[src/rtl/pipe_pkg.sv]
// Shared pipeline definitions: control-bundle widths, machine word sizes and
// the packed per-stage control bundles carried between pipeline stages.
package pipe_pkg;

  localparam int EX_CTRL_W  = 9;
  localparam int MEM_CTRL_W = 2;
  localparam int WB_CTRL_W  = 5;
  localparam int REG_SIZE   = 5;
  localparam int WORD_SIZE  = 32;

  typedef struct packed {
    logic [3:0] alu_op;
    logic       alu_src;
    logic       reg_dst;
    logic       branch;
    logic       jump;
    logic       shift;
  } ex_ctrl_t;

  typedef struct packed {
    logic mem_read;
    logic mem_write;
  } mem_ctrl_t;

  typedef struct packed {
    logic       reg_write;
    logic       mem_to_reg;
    logic [2:0] wb_sel;
  } wb_ctrl_t;

  // Field order puts the earliest-consumed bundle in the low bits.
  typedef struct packed {
    wb_ctrl_t  wb;
    mem_ctrl_t mem;
    ex_ctrl_t  ex;
  } stage_ctrl_t;

  localparam int STAGE_CTRL_W = EX_CTRL_W + MEM_CTRL_W + WB_CTRL_W;

endpackage

[src/rtl/pipe_entry_reg.sv]
// One pipeline entry: data + control register with a valid bit.
// clear has priority over load; ctrl_zero stores the control bundle as zero.
module pipe_entry_reg #(
  parameter int DATA_W = 48,
  parameter int CTRL_W = 16
) (
  input  logic              Clk,
  input  logic              Reset,
  input  logic              load,
  input  logic              clear,
  input  logic              ctrl_zero,
  input  logic [DATA_W-1:0] d_data,
  input  logic [CTRL_W-1:0] d_ctrl,
  output logic              valid,
  output logic [DATA_W-1:0] data,
  output logic [CTRL_W-1:0] ctrl
);

  always_ff @(posedge Clk) begin
    if (Reset) begin
      valid <= 1'b0;
      data  <= '0;
      ctrl  <= '0;
    end else if (clear) begin
      // Payload is kept so the last value stays visible after draining.
      valid <= 1'b0;
    end else if (load) begin
      valid <= 1'b1;
      data  <= d_data;
      ctrl  <= ctrl_zero ? '0 : d_ctrl;
    end
  end

endmodule

[src/rtl/pipe_stage_elastic.sv]
// Elastic pipeline stage with valid/ready flow control, flush, bubble insertion
// and a saturating stall counter. Define PIPE_STAGE_SKID_EN for a skid entry.
module pipe_stage_elastic
  import pipe_pkg::*;
#(
  parameter int DATA_W = 48,
  parameter int CTRL_W = STAGE_CTRL_W,
  parameter int CNT_W  = 16
) (
  input  logic              Clk,
  input  logic              Reset,
  input  logic              flush,
  input  logic              bubble,
  input  logic              in_valid,
  output logic              in_ready,
  input  logic [DATA_W-1:0] in_data,
  input  logic [CTRL_W-1:0] in_ctrl,
  output logic              out_valid,
  input  logic              out_ready,
  output logic [DATA_W-1:0] out_data,
  output logic [CTRL_W-1:0] out_ctrl,
  output logic [CNT_W-1:0]  stall_cnt
);

  // Handshake: a transfer happens on a cycle where valid and ready are both
  // high; upstream may drop or change its offer whenever in_ready is low.
  localparam logic [CNT_W-1:0] CNT_MAX = '1;

  logic              accept;
  logic              drain;
  logic              out_load;
  logic              out_clear;
  logic              out_zero;
  logic [DATA_W-1:0] out_d_data;
  logic [CTRL_W-1:0] out_d_ctrl;

  assign accept = in_valid & in_ready & ~flush;
  assign drain  = out_valid & out_ready;

`ifdef PIPE_STAGE_SKID_EN
  logic              skid_valid;
  logic [DATA_W-1:0] skid_data;
  logic [CTRL_W-1:0] skid_ctrl;
  logic              out_take;
  logic              skid_load;
  logic              skid_clear;

  // in_ready comes straight from a flop: no path from out_ready.
  assign in_ready   = ~skid_valid;
  assign out_take   = ~out_valid | out_ready;
  assign out_load   = out_take & (skid_valid | accept);
  assign out_d_data = skid_valid ? skid_data : in_data;
  assign out_d_ctrl = skid_valid ? skid_ctrl : in_ctrl;
  // The skid entry already had its bubble applied when it was captured.
  assign out_zero   = ~skid_valid & bubble;
  assign out_clear  = flush | (drain & ~out_load);
  assign skid_load  = accept & ~out_take;
  assign skid_clear = flush | (skid_valid & out_take);

  pipe_entry_reg #(.DATA_W(DATA_W), .CTRL_W(CTRL_W)) u_skid (
    .Clk       (Clk),
    .Reset     (Reset),
    .load      (skid_load),
    .clear     (skid_clear),
    .ctrl_zero (bubble),
    .d_data    (in_data),
    .d_ctrl    (in_ctrl),
    .valid     (skid_valid),
    .data      (skid_data),
    .ctrl      (skid_ctrl)
  );
`else
  assign in_ready   = ~out_valid | out_ready;
  assign out_load   = accept;
  assign out_d_data = in_data;
  assign out_d_ctrl = in_ctrl;
  assign out_zero   = bubble;
  assign out_clear  = flush | (drain & ~accept);
`endif

  pipe_entry_reg #(.DATA_W(DATA_W), .CTRL_W(CTRL_W)) u_out (
    .Clk       (Clk),
    .Reset     (Reset),
    .load      (out_load),
    .clear     (out_clear),
    .ctrl_zero (out_zero),
    .d_data    (out_d_data),
    .d_ctrl    (out_d_ctrl),
    .valid     (out_valid),
    .data      (out_data),
    .ctrl      (out_ctrl)
  );

  // Counts the pre-flush view of the stage, so a flushed stall still counts.
  always_ff @(posedge Clk) begin
    if (Reset) begin
      stall_cnt <= '0;
    end else if (out_valid && !out_ready && stall_cnt != CNT_MAX) begin
      stall_cnt <= stall_cnt + 1'b1;
    end
  end

endmodule

[config.mk]
export PLATFORM = sky130hd
export DESIGN_NAME = pipe_stage_elastic
export DESIGN_NICKNAME = d
export VERILOG_FILES = /design/src/rtl/pipe_pkg.sv /design/src/rtl/pipe_entry_reg.sv /design/src/rtl/pipe_stage_elastic.sv
export SDC_FILE = /design/constraint.sdc
export NUM_CORES = 1
export LEC_CHECK = 0
export BUFFER_PORTS_ARGS = -buffer_cell sky130_fd_sc_hd__buf_2
export CORE_UTILIZATION = 35
export CTS_CLUSTER_SIZE = 40
export DETAILED_ROUTE_END_ITERATION = 8
export PLACE_DENSITY = 0.66
export SETUP_SLACK_MARGIN = 0.3
export SYNTH_ARGS = -nofsm -noshare
export SYNTH_HDL_FRONTEND = slang
export SYNTH_SLANG_ARGS = --single-unit
[constraint.sdc]
create_clock -name Clk -period 2.78 [get_ports Clk]
set_clock_uncertainty 0.15 [all_clocks]
set_input_delay 0.556 -clock Clk [delete_from_list [all_inputs] [get_ports Clk]]
set_output_delay 0.556 -clock Clk [all_outputs]
set_load 0.005 [all_outputs]
# Word-level counts from Yosys, hierarchy flattened
# Index checks and enable logic that the tools add are counted.
# word_totals
ff_bits,81
word_cells,22
output_inout_bits,82
inputBits,70
# classes
muxes,1
n_reduce_logical,5
eq_ne,1
addsub,1
n_bitwise,10
# ops
cell,count
"adder 16 x 1 -> 16 bit, second input constant",1
2-to-1 mux 16 bit,1
"inequality test 16 bit, second input constant",1
bitwise AND 1 bit,4
NOT 1 bit,4
logical AND 1 bit,2
OR 1 bit,2
AND reduction 2 bit,1
OR reduction 2 bit,1
logical NOT 1 bit,1

# Longest topological paths before layout
# Gate-level depths: netlist (run 1).
# depth
ltp_word,9
depth_mapped,7
mapped_depth_nobuf,5

# Hierarchy
# Synthesis (run 1) repeated with hierarchy kept, for this count alone.
# hier_totals
cells_unflattened,387
area_unflattened_um2,3219.3
# modules_own_cells
mod,n_inst,area_per_inst_um2,cells_each,seq_area_each_um2
pipe_entry_reg,1,2314.7,283,1301.2
pipe_stage_elastic,1,904.6,104,320.3

# Worst setup path before layout (run 1)
# OpenSTA, ideal clock, no wires.
# synth_timing
path_type,reg2reg
from,register stall_cnt[0]
to,register stall_cnt[14]
stages_incl_launch_ff,6
arrival_time_ns,1.795
slack_ns,0.764
period_less_slack_ns,2.016
path_cell_list,dfxtp_1 ha_1 nand3b_4 or3_1 or4_1 a21oi_1
# synth_between
elab_chain_cells,2
word_cells_on_any_way,3
# synth_lines
element,line,source
start: declaration,pipe_stage_elastic.sv:22,output logic [CNT_W-1:0] stall_cnt
start signal: assignment,pipe_stage_elastic.sv:99,stall_cnt <= stall_cnt + 1'b1;
branches (longest 2 deep; another with adder 16 x 1 -> 16 bit),-,
# Several ways; the timed one is not identified.
# A chain may end at the register's enable or synchronous reset.

# Worst setup path after layout (run 1)
# layout_timing
from,register stall_cnt[0]
to,register stall_cnt[6]
# Same word-level chain as after synthesis.

==> results.yml, run 1 <==
final_layout:
  nets: 596
  finalInstanceArea_mm2: 0.004190
  drive_gt1_share_pct: 34.03
  areaGrowthSynthToFinish_pct: 33.75
  n_antenna_cell: 0
cts:
  cts_setup_buffers: 0
  path_clk_slew_ps: 80
  cts_inserted_buffers: 9
  clk_latency_ps: 340
  clk_path_buf_depth: 2
  cts-resized-gates: 0
  cts_tree: "yes"
  cts_max_level: 3
  cts_root_buffer: "clkbuf_8"
  hold_buffers: 0
  clock_sinks: 81
power:
  pwr_density_cell_mw_per_mm2: 559.0
  p_leak_uw: 0.001871
  total_power_uw: 2343
  peakVddDrop_mv: 0.2694
logic_synthesis:
  async_reset_ff_share_pct: 0
  postSynthNetCount: 451
  synth.distinct_cells: 38
  dominantRegCellSynth: "dfxtp_1"
  syn_inst: 380
  synth-seq-cells: 81
  synth_edf_count: 0
  synth_area_mm2: 0.003133
  syn_area_per_cell_um2: 8.245
  ys_seq_area_share_pct: 51.76
  ys_warn_count: 0
sta:
  timing_worst_slew_pin_value_ps: 495.4
  finalCritPeriodShare_pct: 80.59
  fmax_mhz: 446.3
  period_minus_slack_ps: 2241
  rsz0062_at_grt: "false"
  holdWs_ps: 284.1
  tns_ps: 0
  hold_viol_final: 0
  drv_slew: 0
  relSlewSlack_pct: 66.72
  setup_violations: 0
min_path:
  hold-path-cell-count: 2
  hold_class: "in -> reg"
  min_from: "flush"
  holdPathEnd: "u_out.valid"
placed_design:
  gp_congestion: 0.7722
  dp_hpwl_mm: 5.687
  portBuffers: 151
  placed_cell_area_mm2: 0.003981
floorplan:
  core_mm2: 0.008678
  io_pins: 152
  fp.dieH_um: 96.61
  die_area_mm2: 0.009333
  rows: 34
  die_x_um: 96.61
  initial_utilization_pct: 36.10
worst_setup_path:
  timing.rr.start: "stall_cnt[0]"
  ff2ff_path_depth: 5
  crit_fanout: 10
  crit_type: "reg -> reg"
  critPathLaunchType: "flop"
  regToRegSetupSlack_ps: 540
  rr_endpoint: "stall_cnt[6]"
  crit_path_cell_trace: "ha_1 > nand4_1 > nor4_4 > nor4b_1 > mux2_2"
  slowest_stage: "nor4_4"
  cp.required_ps: 2860
  crit_path_end_kind: "flop"
  cp.arrival_ps: 2320
  cp_slowest_stage_delay_ps: 560
global_routing:
  grt_start_max_net_pins: 38
  grt_pass1_wl_mm: 13.78
  grt_pass1_vias: 2962
  antenna_found_initial: 0
  grt-ovfl-total: 0
  grt_use_total_pct: 17.79
drt:
  vias: 3110
  drt_pre_antenna_iters: 4
  ant_nets: 0
  drt_iter0_markers: 97
  drt-total-wl_mm: 8.113
  vias_per_cell: 4.882
  route.detailed.drc: 0
  avgRoutedWirePerCell_um: 12.74
flow_run:
  maxCapViolCount: 0
run_status:
  status: "finished clean"
layout by cell type, fill, tap and decap left out, types with 4 or more instances in the layout:
cell type / n
or3_1: 5
buf_4: 7
nand2_1: 116
clkbuf_8: 9
nand4_1: 5
dfxtp_1: 81
nor2b_1: 4
nor3_1: 7
buf_2: 151
a21oi_1: 72
nand3b_1: 17
nor2_1: 7
cell families (layout without fill, tap and decap cells):
kind of cell             count (synthesis)  count (layout)  share of synthesized area, %
AO/OA/AOI/OAI                           87              87                         15.10
adder cells (fa/ha/maj)                  1               1                        0.3993
buffers and inverters                   27             176                         3.554
flip-flops                              81              81                         51.76
multiplexers                             4               4                         1.398
AND/OR/NAND/NOR                        180             180                         27.80
layout make-up:
| class | instances | area, µm² |
|---|---|---|
| clock buffer | 10 | 127.6 |
| timing repair buffer | 158 | 808.3 |
| multi-input combinational | 272 | 1405 |
| clock inverter | 5 | 81.33 |
| tap | 108 | 135.1 |
| fill | 873 | 4488 |
| sequential | 81 | 1622 |
| inverter | 3 | 11.26 |
cells in the mapped netlist (2+ instances only):
| cell type | instances | area share (%) |
|---|---|---|
| nor3_1 | 7 | 1.1 |
| dfxtp_1 | 81 | 52 |
| o21ai_0 | 3 | 0.48 |
| a211oi_1 | 2 | 0.48 |
| inv_1 | 3 | 0.36 |
| nand3b_1 | 17 | 4.1 |
| or4_1 | 3 | 0.72 |
| or3_1 | 5 | 1.0 |
| a21oi_1 | 72 | 12 |
| and3_1 | 2 | 0.40 |
| mux2_2 | 3 | 1.1 |
| o31ai_1 | 3 | 0.72 |
| clkbuf_1 | 14 | 1.7 |
| nor2_1 | 7 | 0.84 |
| nor4_1 | 2 | 0.40 |
| nor2b_1 | 4 | 0.80 |
| nand4_1 | 5 | 1.0 |
| buf_1 | 2 | 0.24 |
| buf_2 | 8 | 1.3 |
| nand2_1 | 116 | 14 |
| nand3_1 | 3 | 0.48 |
| nand2b_1 | 2 | 0.40 |
through the flow:
stage | instances | worst slack (ps) | util [%]
after floorplan | 380 | 764.5 | -
after global placement | 622 | 656.2 | 45.88
after detailed placement | 622 | 560.7 | 45.88
after CTS | 637 | 544.6 | 48.28
after global routing | 637 | 419.1 | 48.28
final | 637 | 539.5 | 48.28
flip-flops by register name, summed over array words and instances, names as in the netlist:
name	flops
u_out.data	48
stall_cnt	16
u_out.ctrl	16
u_out.valid	1
how the worst max path moves through the flow:
| stage | depth (start not counted) | endpoint | start | slack [ps] |
|---|---|---|---|---|
| 6_report | 5 | stall_cnt[6] | stall_cnt[0] | 540 |
| 5_1_grt | 5 | stall_cnt[6] | stall_cnt[1] | 420 |
| 4_1_cts | 5 | stall_cnt[6] | stall_cnt[1] | 540 |
| 3_5_place_dp | 5 | stall_cnt[6] | stall_cnt[1] | 560 |
| 3_3_place_gp | 5 | stall_cnt[15] | out_ready | 660 |
| 2_1_floorplan | 5 | stall_cnt[14] | stall_cnt[0] | 760 |
critical path: cells and delay by family, from the launching register on:
family,cells,cell delay [ps]
fa+ha+maj,1,350
flops,1,410
mux,1,290
simple gates,3,930
report_power, final:
group / switching (µW) / internal [µW] / leakage [µW]
sequential: 19.4 / 1200 / 0.000659
clock: 411 / 502 / 0.000102
combinational: 113 / 97.9 / 0.00111
total: 543 / 1800 / 0.00187
metal layers:
layer  vias up  track usage (%)  share of wire, %
met3        14            4.263               5.7
met5         -                0                 0
met4         0            7.577               1.9
li1       1583                -                 -
met1      1412            21.62                46
met2       101            29.96                47
No activity file was read; power rests on OpenSTA's default activity.
==> inputs of run 2 (changes only) <==
ABC_AREA = 1   (was unset)
PLACE_DENSITY = 0.68   (was 0.66)
clock period = 1.93 ns   (was 2.78 ns; I/O delays follow)
==> run 2 against run 1 <==
The flow now finishes with violations (design-rule violations). Via count up 8.1%. Non-clock buffer count down 2. Power up 46%. Critical path type unchanged. Largest power group unchanged. Highest routed layer unchanged.
==> results.yml, run 2 <==
run_status:
  status: "complete, but fails checks"
  violations: "design-rule violations"
floorplan:
  rows: 34
  fp.dieH_um: 98.32
  die_area_mm2: 0.009666
  io_pins: 152
  die_x_um: 98.32
  core_mm2: 0.008848
  initial_utilization_pct: 36.69
cts:
  path_clk_slew_ps: 80
  cts_tree: "yes"
  clk_latency_ps: 340
  cts_inserted_buffers: 9
  clk_path_buf_depth: 2
  cts_max_level: 3
  clock_sinks: 81
  cts_root_buffer: "clkbuf_8"
worst_setup_path:
  crit_path_end_kind: "flop"
  cp_slowest_stage_delay_ps: 370
  critPathLaunchType: "flop"
  crit_path_cell_trace: "ha_2 > nand3_4 > nor2_2 > nand2_2 > nand2_2 > inv_1 > nor2_1 > nor2_1"
  slowest_stage: "dfxtp_2"
  regToRegSetupSlack_ps: 370
  cp.required_ps: 2020
  crit_type: "reg -> reg"
  cp.arrival_ps: 1650
  crit_fanout: 6
logic_synthesis:
  yosys.area.top_type: "dfxtp_1"
  ys_seq_area_share_pct: 49.94
  synth_common_cells: "135 x nor2_1, 81 x dfxtp_1, 53 x nand2_1, 51 x o21ai_0, 30 x nand3_1"
  syn_area_per_cell_um2: 7.296
  netlist_top_cells_area: "dfxtp_1 50%, nor2_1 16%, o21ai_0 7.9%"
  syn_inst: 445
  synth_area_mm2: 0.003247
  yosys.area.top_type_share_pct: 49.94
  dominantRegCellSynth: "dfxtp_1"
  postSynthNetCount: 516
  synth_most_common_cell: "nor2_1"
  synth.distinct_cells: 23
  async_reset_ff_share_pct: 0
  ys_warn_count: 0
  synth_edf_count: 0
  synth-seq-cells: 81
sta:
  finalCritPeriodShare_pct: 80.73
  setup_violations: 0
  period_minus_slack_ps: 1558
  tns_ps: 0
  holdWs_ps: 62.19
  relSlewSlack_pct: 62.08
  fmax_mhz: 641.8
  timing_worst_slew_pin_value_ps: 568.2
  drv_slew: 0
  rsz0062_at_grt: "true"
  hold_viol_final: 0
drt:
  drt_pre_antenna_iters: 6
  route.detailed.drc: 8
  vias_per_cell: 4.784
  vias: 3363
  drt_iter0_markers: 117
  ant_nets: 0
  avgRoutedWirePerCell_um: 12.47
  drt-total-wl_mm: 8.763
placed_design:
  dp_hpwl_mm: 6.184
  portBuffers: 151
  gp_congestion: 0.8834
  placed_cell_area_mm2: 0.004089
final_layout:
  finalInstanceArea_mm2: 0.004369
  n_antenna_cell: 0
  top_register: "u_out.data"
  drive_gt1_share_pct: 34.29
  areaGrowthSynthToFinish_pct: 34.57
  nets: 661
  largest_reg_flops: 48
  layout_common_cells: "151 x buf_2, 131 x nor2_1, 74 x dfxtp_1, 51 x nand2_1, 51 x o21ai_0"
  final_common_cell: "buf_2"
  top_regs: "u_out.data: 48 flops, stall_cnt: 16 flops, u_out.ctrl: 16 flops"
global_routing:
  antenna_found_initial: 0
  grt_pass1_vias: 3202
  grt_pass1_wl_mm: 14.31
  grt_use_total_pct: 18.23
  grt_start_max_net_pins: 65
  grt-ovfl-total: 0
min_path:
  hold_class: "in -> reg"
power:
  pwr_density_cell_mw_per_mm2: 784.4
  peakVddDrop_mv: 0.5891
  p_leak_uw: 0.002088
flow_run:
  maxCapViolCount: 0
[run 2: cell types whose count changed in the layout (fill, tap and decap cells not counted), moves of 17 or more]
cell and delta:
nor2_1 +124, a21oi_1 -45, nand3b_1 -17, o21ai_0 +48
nand3_1 +27, inv_1 +17, nand2_1 -65
[run 2: area by class of cell]
type                            instances  area (µm²)
Fill cell                             899        4479
Sequential cell                        81        1630
Multi-Input combinational cell        319        1493
Timing Repair Buffer                  156       818.3
Clock buffer                           11       141.4
Tap cell                              108       135.1
Inverter                               23       88.84
Clock inverter                          5       62.56
[run 2: metrics by stage]
step | total power [µW] | cells | util [%] | worst slack [ps]
floorplan | 2011 | 445 | - | 416.5
global placement | 2192 | 686 | 46.21 | 319.1
detailed placement | 2204 | 686 | 46.21 | 238.1
CTS | 3473 | 703 | 48.83 | 309.4
global route | 3611 | 703 | 49.38 | 295.3
finish | 3427 | 703 | 49.38 | 371.9
[run 2: kinds of logic (layout without fill, tap and decap cells)]
family	count (synthesis)	in the layout	share of synthesized area, %
flops	81	81	49.94
fa+ha+maj	1	1	0.3853
compound gates	79	79	12.25
buf+inv	46	195	6.166
simple gates	238	239	31.25
[run 2: timing repair]
| item | 4_1_cts | 5_1_grt |
|---|---|---|
| cloned | 1 | 0 |
| hold buffers | 0 | 0 |
| setup buffers | 0 | 0 |
| endpoints found under the setup margin | 11 | 15 |
| gates resized for setup | 3 | 17 |
[run 2: power breakdown]
group	internal, µW	total [µW]	switching [µW]
sequential	1750	1790	39.2
clock	641	1270	625
combinational	174	372	198
total	2570	3430	862
[run 2: routing by layer]
layer	GRT usage [%]	up-vias	share of wire (%)
met5	0	-	0
met3	5.798	13	8.6
met2	30.34	127	47
met4	7.463	0	1.5
li1	-	1720	-
met1	21.78	1503	42
[run 2: worst paths after layout]
kind | from | end | depth (start not counted)
setup / recovery | stall_cnt[0] | stall_cnt[0] | 8
hold / removal | flush | u_out.valid | 2
setup reg to reg | stall_cnt[0] | stall_cnt[0] | 8
hold reg to reg | u_out.ctrl[10] | u_out.ctrl[10] | 2
[run 2: worst max-delay path: cells and delay by family, from the launching register on]
kind | cells | cell delay (ps)
flip-flops | 1 | 370
buffers and inverters | 1 | 50
AND/OR/NAND/NOR | 6 | 660
adder cells (fa/ha/maj) | 1 | 220
==> inputs of run 3 (changes only) <==
ABC_AREA = 0   (was 1)
PLACE_DENSITY = 0.69   (was 0.68)
clock period = 1.4 ns   (was 1.93 ns; I/O delays follow)
==> run 3 against run 2 <==
The flow finishes with violations (negative setup slack). Sequential power rose by 36%. Combinational power rose to 2.7 times the previous value. Worst setup slack got worse by 870 ps. Flip-flop and latch count stayed put. Via count grew 20%. Largest power group unchanged. Power increased by 56%. Hold slack worse by 56 ps. Global-route usage increased by 7.8 points. Largest cell class is now non-clock buffers.
==> results.yml, run 3 (same netlist as run 1, synthesis figures left out) <==
run_status:
  status: "complete, but fails checks"
  violations: "negative setup slack"
global_routing:
  grt_use_total_pct: 25.99
  grt_pass1_wl_mm: 19.51
  grt_start_max_net_pins: 41
  grt-ovfl-total: 0
  antenna_found_initial: 0
  grt_pass1_vias: 3904
sta:
  setup_ws_ps: -493.4
  setup_violations: 85
  timing_worst_slew_pin_value_ps: 464.0
  holdWs_ps: 6.401
  finalCritPeriodShare_pct: 135.2
  rsz0062_at_grt: "true"
  period_minus_slack_ps: 1893
  fmax_mhz: 528.2
  drv_slew: 0
  hold_viol_final: 0
  relSlewSlack_pct: 69.07
cts:
  cts_max_level: 3
  clock_sinks: 81
  path_clk_slew_ps: 100
  cts_root_buffer: "clkbuf_8"
  cts_inserted_buffers: 9
  cts_tree: "yes"
  clk_path_buf_depth: 2
  clk_latency_ps: 350
min_path:
  hold_class: "in -> reg"
  holdPathEnd: "u_out.data[27]"
  min_from: "in_data[27]"
  hold-path-cell-count: 3
drt:
  ant_nets: 0
  drt-total-wl_mm: 14.06
  vias: 4035
  dr_wl_met3_um: 719
  drt_pre_antenna_iters: 5
  route.detailed.drc: 0
  avgRoutedWirePerCell_um: 18.21
  vias_per_cell: 5.227
  drt_iter0_markers: 120
  top_layer: "met4"
  wl_met2_mm: 7.443
  wl_met1_mm: 5.285
power:
  total_power_uw: 5341
  p_leak_uw: 0.003074
  peakVddDrop_mv: 0.4623
  pwr_density_cell_mw_per_mm2: 786.2
floorplan:
  io_pins: 152
  fp.dieH_um: 96.61
  die_x_um: 96.61
  rows: 34
  initial_utilization_pct: 36.10
  core_mm2: 0.008678
  die_area_mm2: 0.009333
worst_setup_path:
  cp.arrival_ps: 2010
  regToRegSetupSlack_ps: -490
  ff2ff_path_depth: 9
  cp.required_ps: 1520
  crit_type: "reg -> reg"
  rr_endpoint: "u_out.data[17]"
  crit_path_end_kind: "flop"
  critPathLaunchType: "flop"
  crit_fanout: 6
  timing.rr.start: "u_out.valid"
final_layout:
  top_regs: "u_out.data: 48 flops, stall_cnt: 16 flops, u_out.ctrl: 16 flops"
  drive_gt1_share_pct: 74.55
  top_register: "u_out.data"
  final_common_cell: "buf_2"
  finalInstanceArea_mm2: 0.006794
  n_antenna_cell: 0
  nets: 730
  largest_reg_flops: 48
  layout_common_cells: "115 x buf_2, 71 x dfxtp_2, 70 x buf_6, 61 x buf_4, 57 x nand2_1"
  areaGrowthSynthToFinish_pct: 116.9
  fin_cells: 772
placed_design:
  dp_slack_ps: -356.0
  dp_hpwl_mm: 6.081
  gp_congestion: 0.7454
  placed_cells: 663
  portBuffers: 151
  placed_cell_area_mm2: 0.004454
flow_run:
  maxCapViolCount: 0
## run 3: worst max path at each step
stage	start	end	slack, ps	cells after the start
final	u_out.valid	u_out.data[17]	-490	9
after global routing	u_out.valid	u_out.data[17]	-550	9
after CTS	stall_cnt[1]	stall_cnt[14]	-360	5
after detailed placement	stall_cnt[1]	stall_cnt[14]	-360	5
after global placement	out_ready	stall_cnt[13]	-310	5
after floorplan	stall_cnt[1]	stall_cnt[14]	-300	5
## run 3: layout make-up
cell class	count	area, µm²
clock inverters	5	61.31
clock buffers	11	162.7
repair buffers	292	2690
inverters	3	13.76
flip-flops and latches	81	1748
well taps	108	135.1
multi-input cells	272	1983
fillers	525	1884
## run 3: critical path, stage by stage (launching register included)
cell     delay, ps
dfxtp_4        360
nor2b_4        130
buf_6          110
nor3b_4        180
buf_8          180
buf_12         120
buf_12         100
buf_16         120
nand2_1        110
a21oi_1        230
## run 3: timing repair
action | CTS | global route
hold buffers | 15 | 0
gates resized for setup | 198 | 99
buffers inserted | 34 | 29
pin swaps | 80 | 39
endpoints found under the setup margin | 162 | 163
endpoints found under the hold margin | 15 | 0
cloned | 13 | 2
## run 3: stage by stage
stage / utilization (%) / TNS, ps
2_1_floorplan: - / -2157
4_1_cts: 70.42 / -19620
3_3_place_gp: 51.33 / -18180
6_report: 78.29 / -22540
5_1_grt: 78.29 / -26990
3_5_place_dp: 51.33 / -21380
## run 3: where the power goes
part	internal, µW	total (µW)	switching [µW]
clock	988	1890	902
sequential	2380	2430	50.8
combinational	570	1020	451
total	3940	5340	1400
## run 3: layer usage
metal | vias up | track usage (%)
li1 | 1869 | -
met1 | 1936 | 31.01
met2 | 185 | 46.10
met3 | 45 | 4.624
met4 | 0 | 10.10
met5 | - | 0
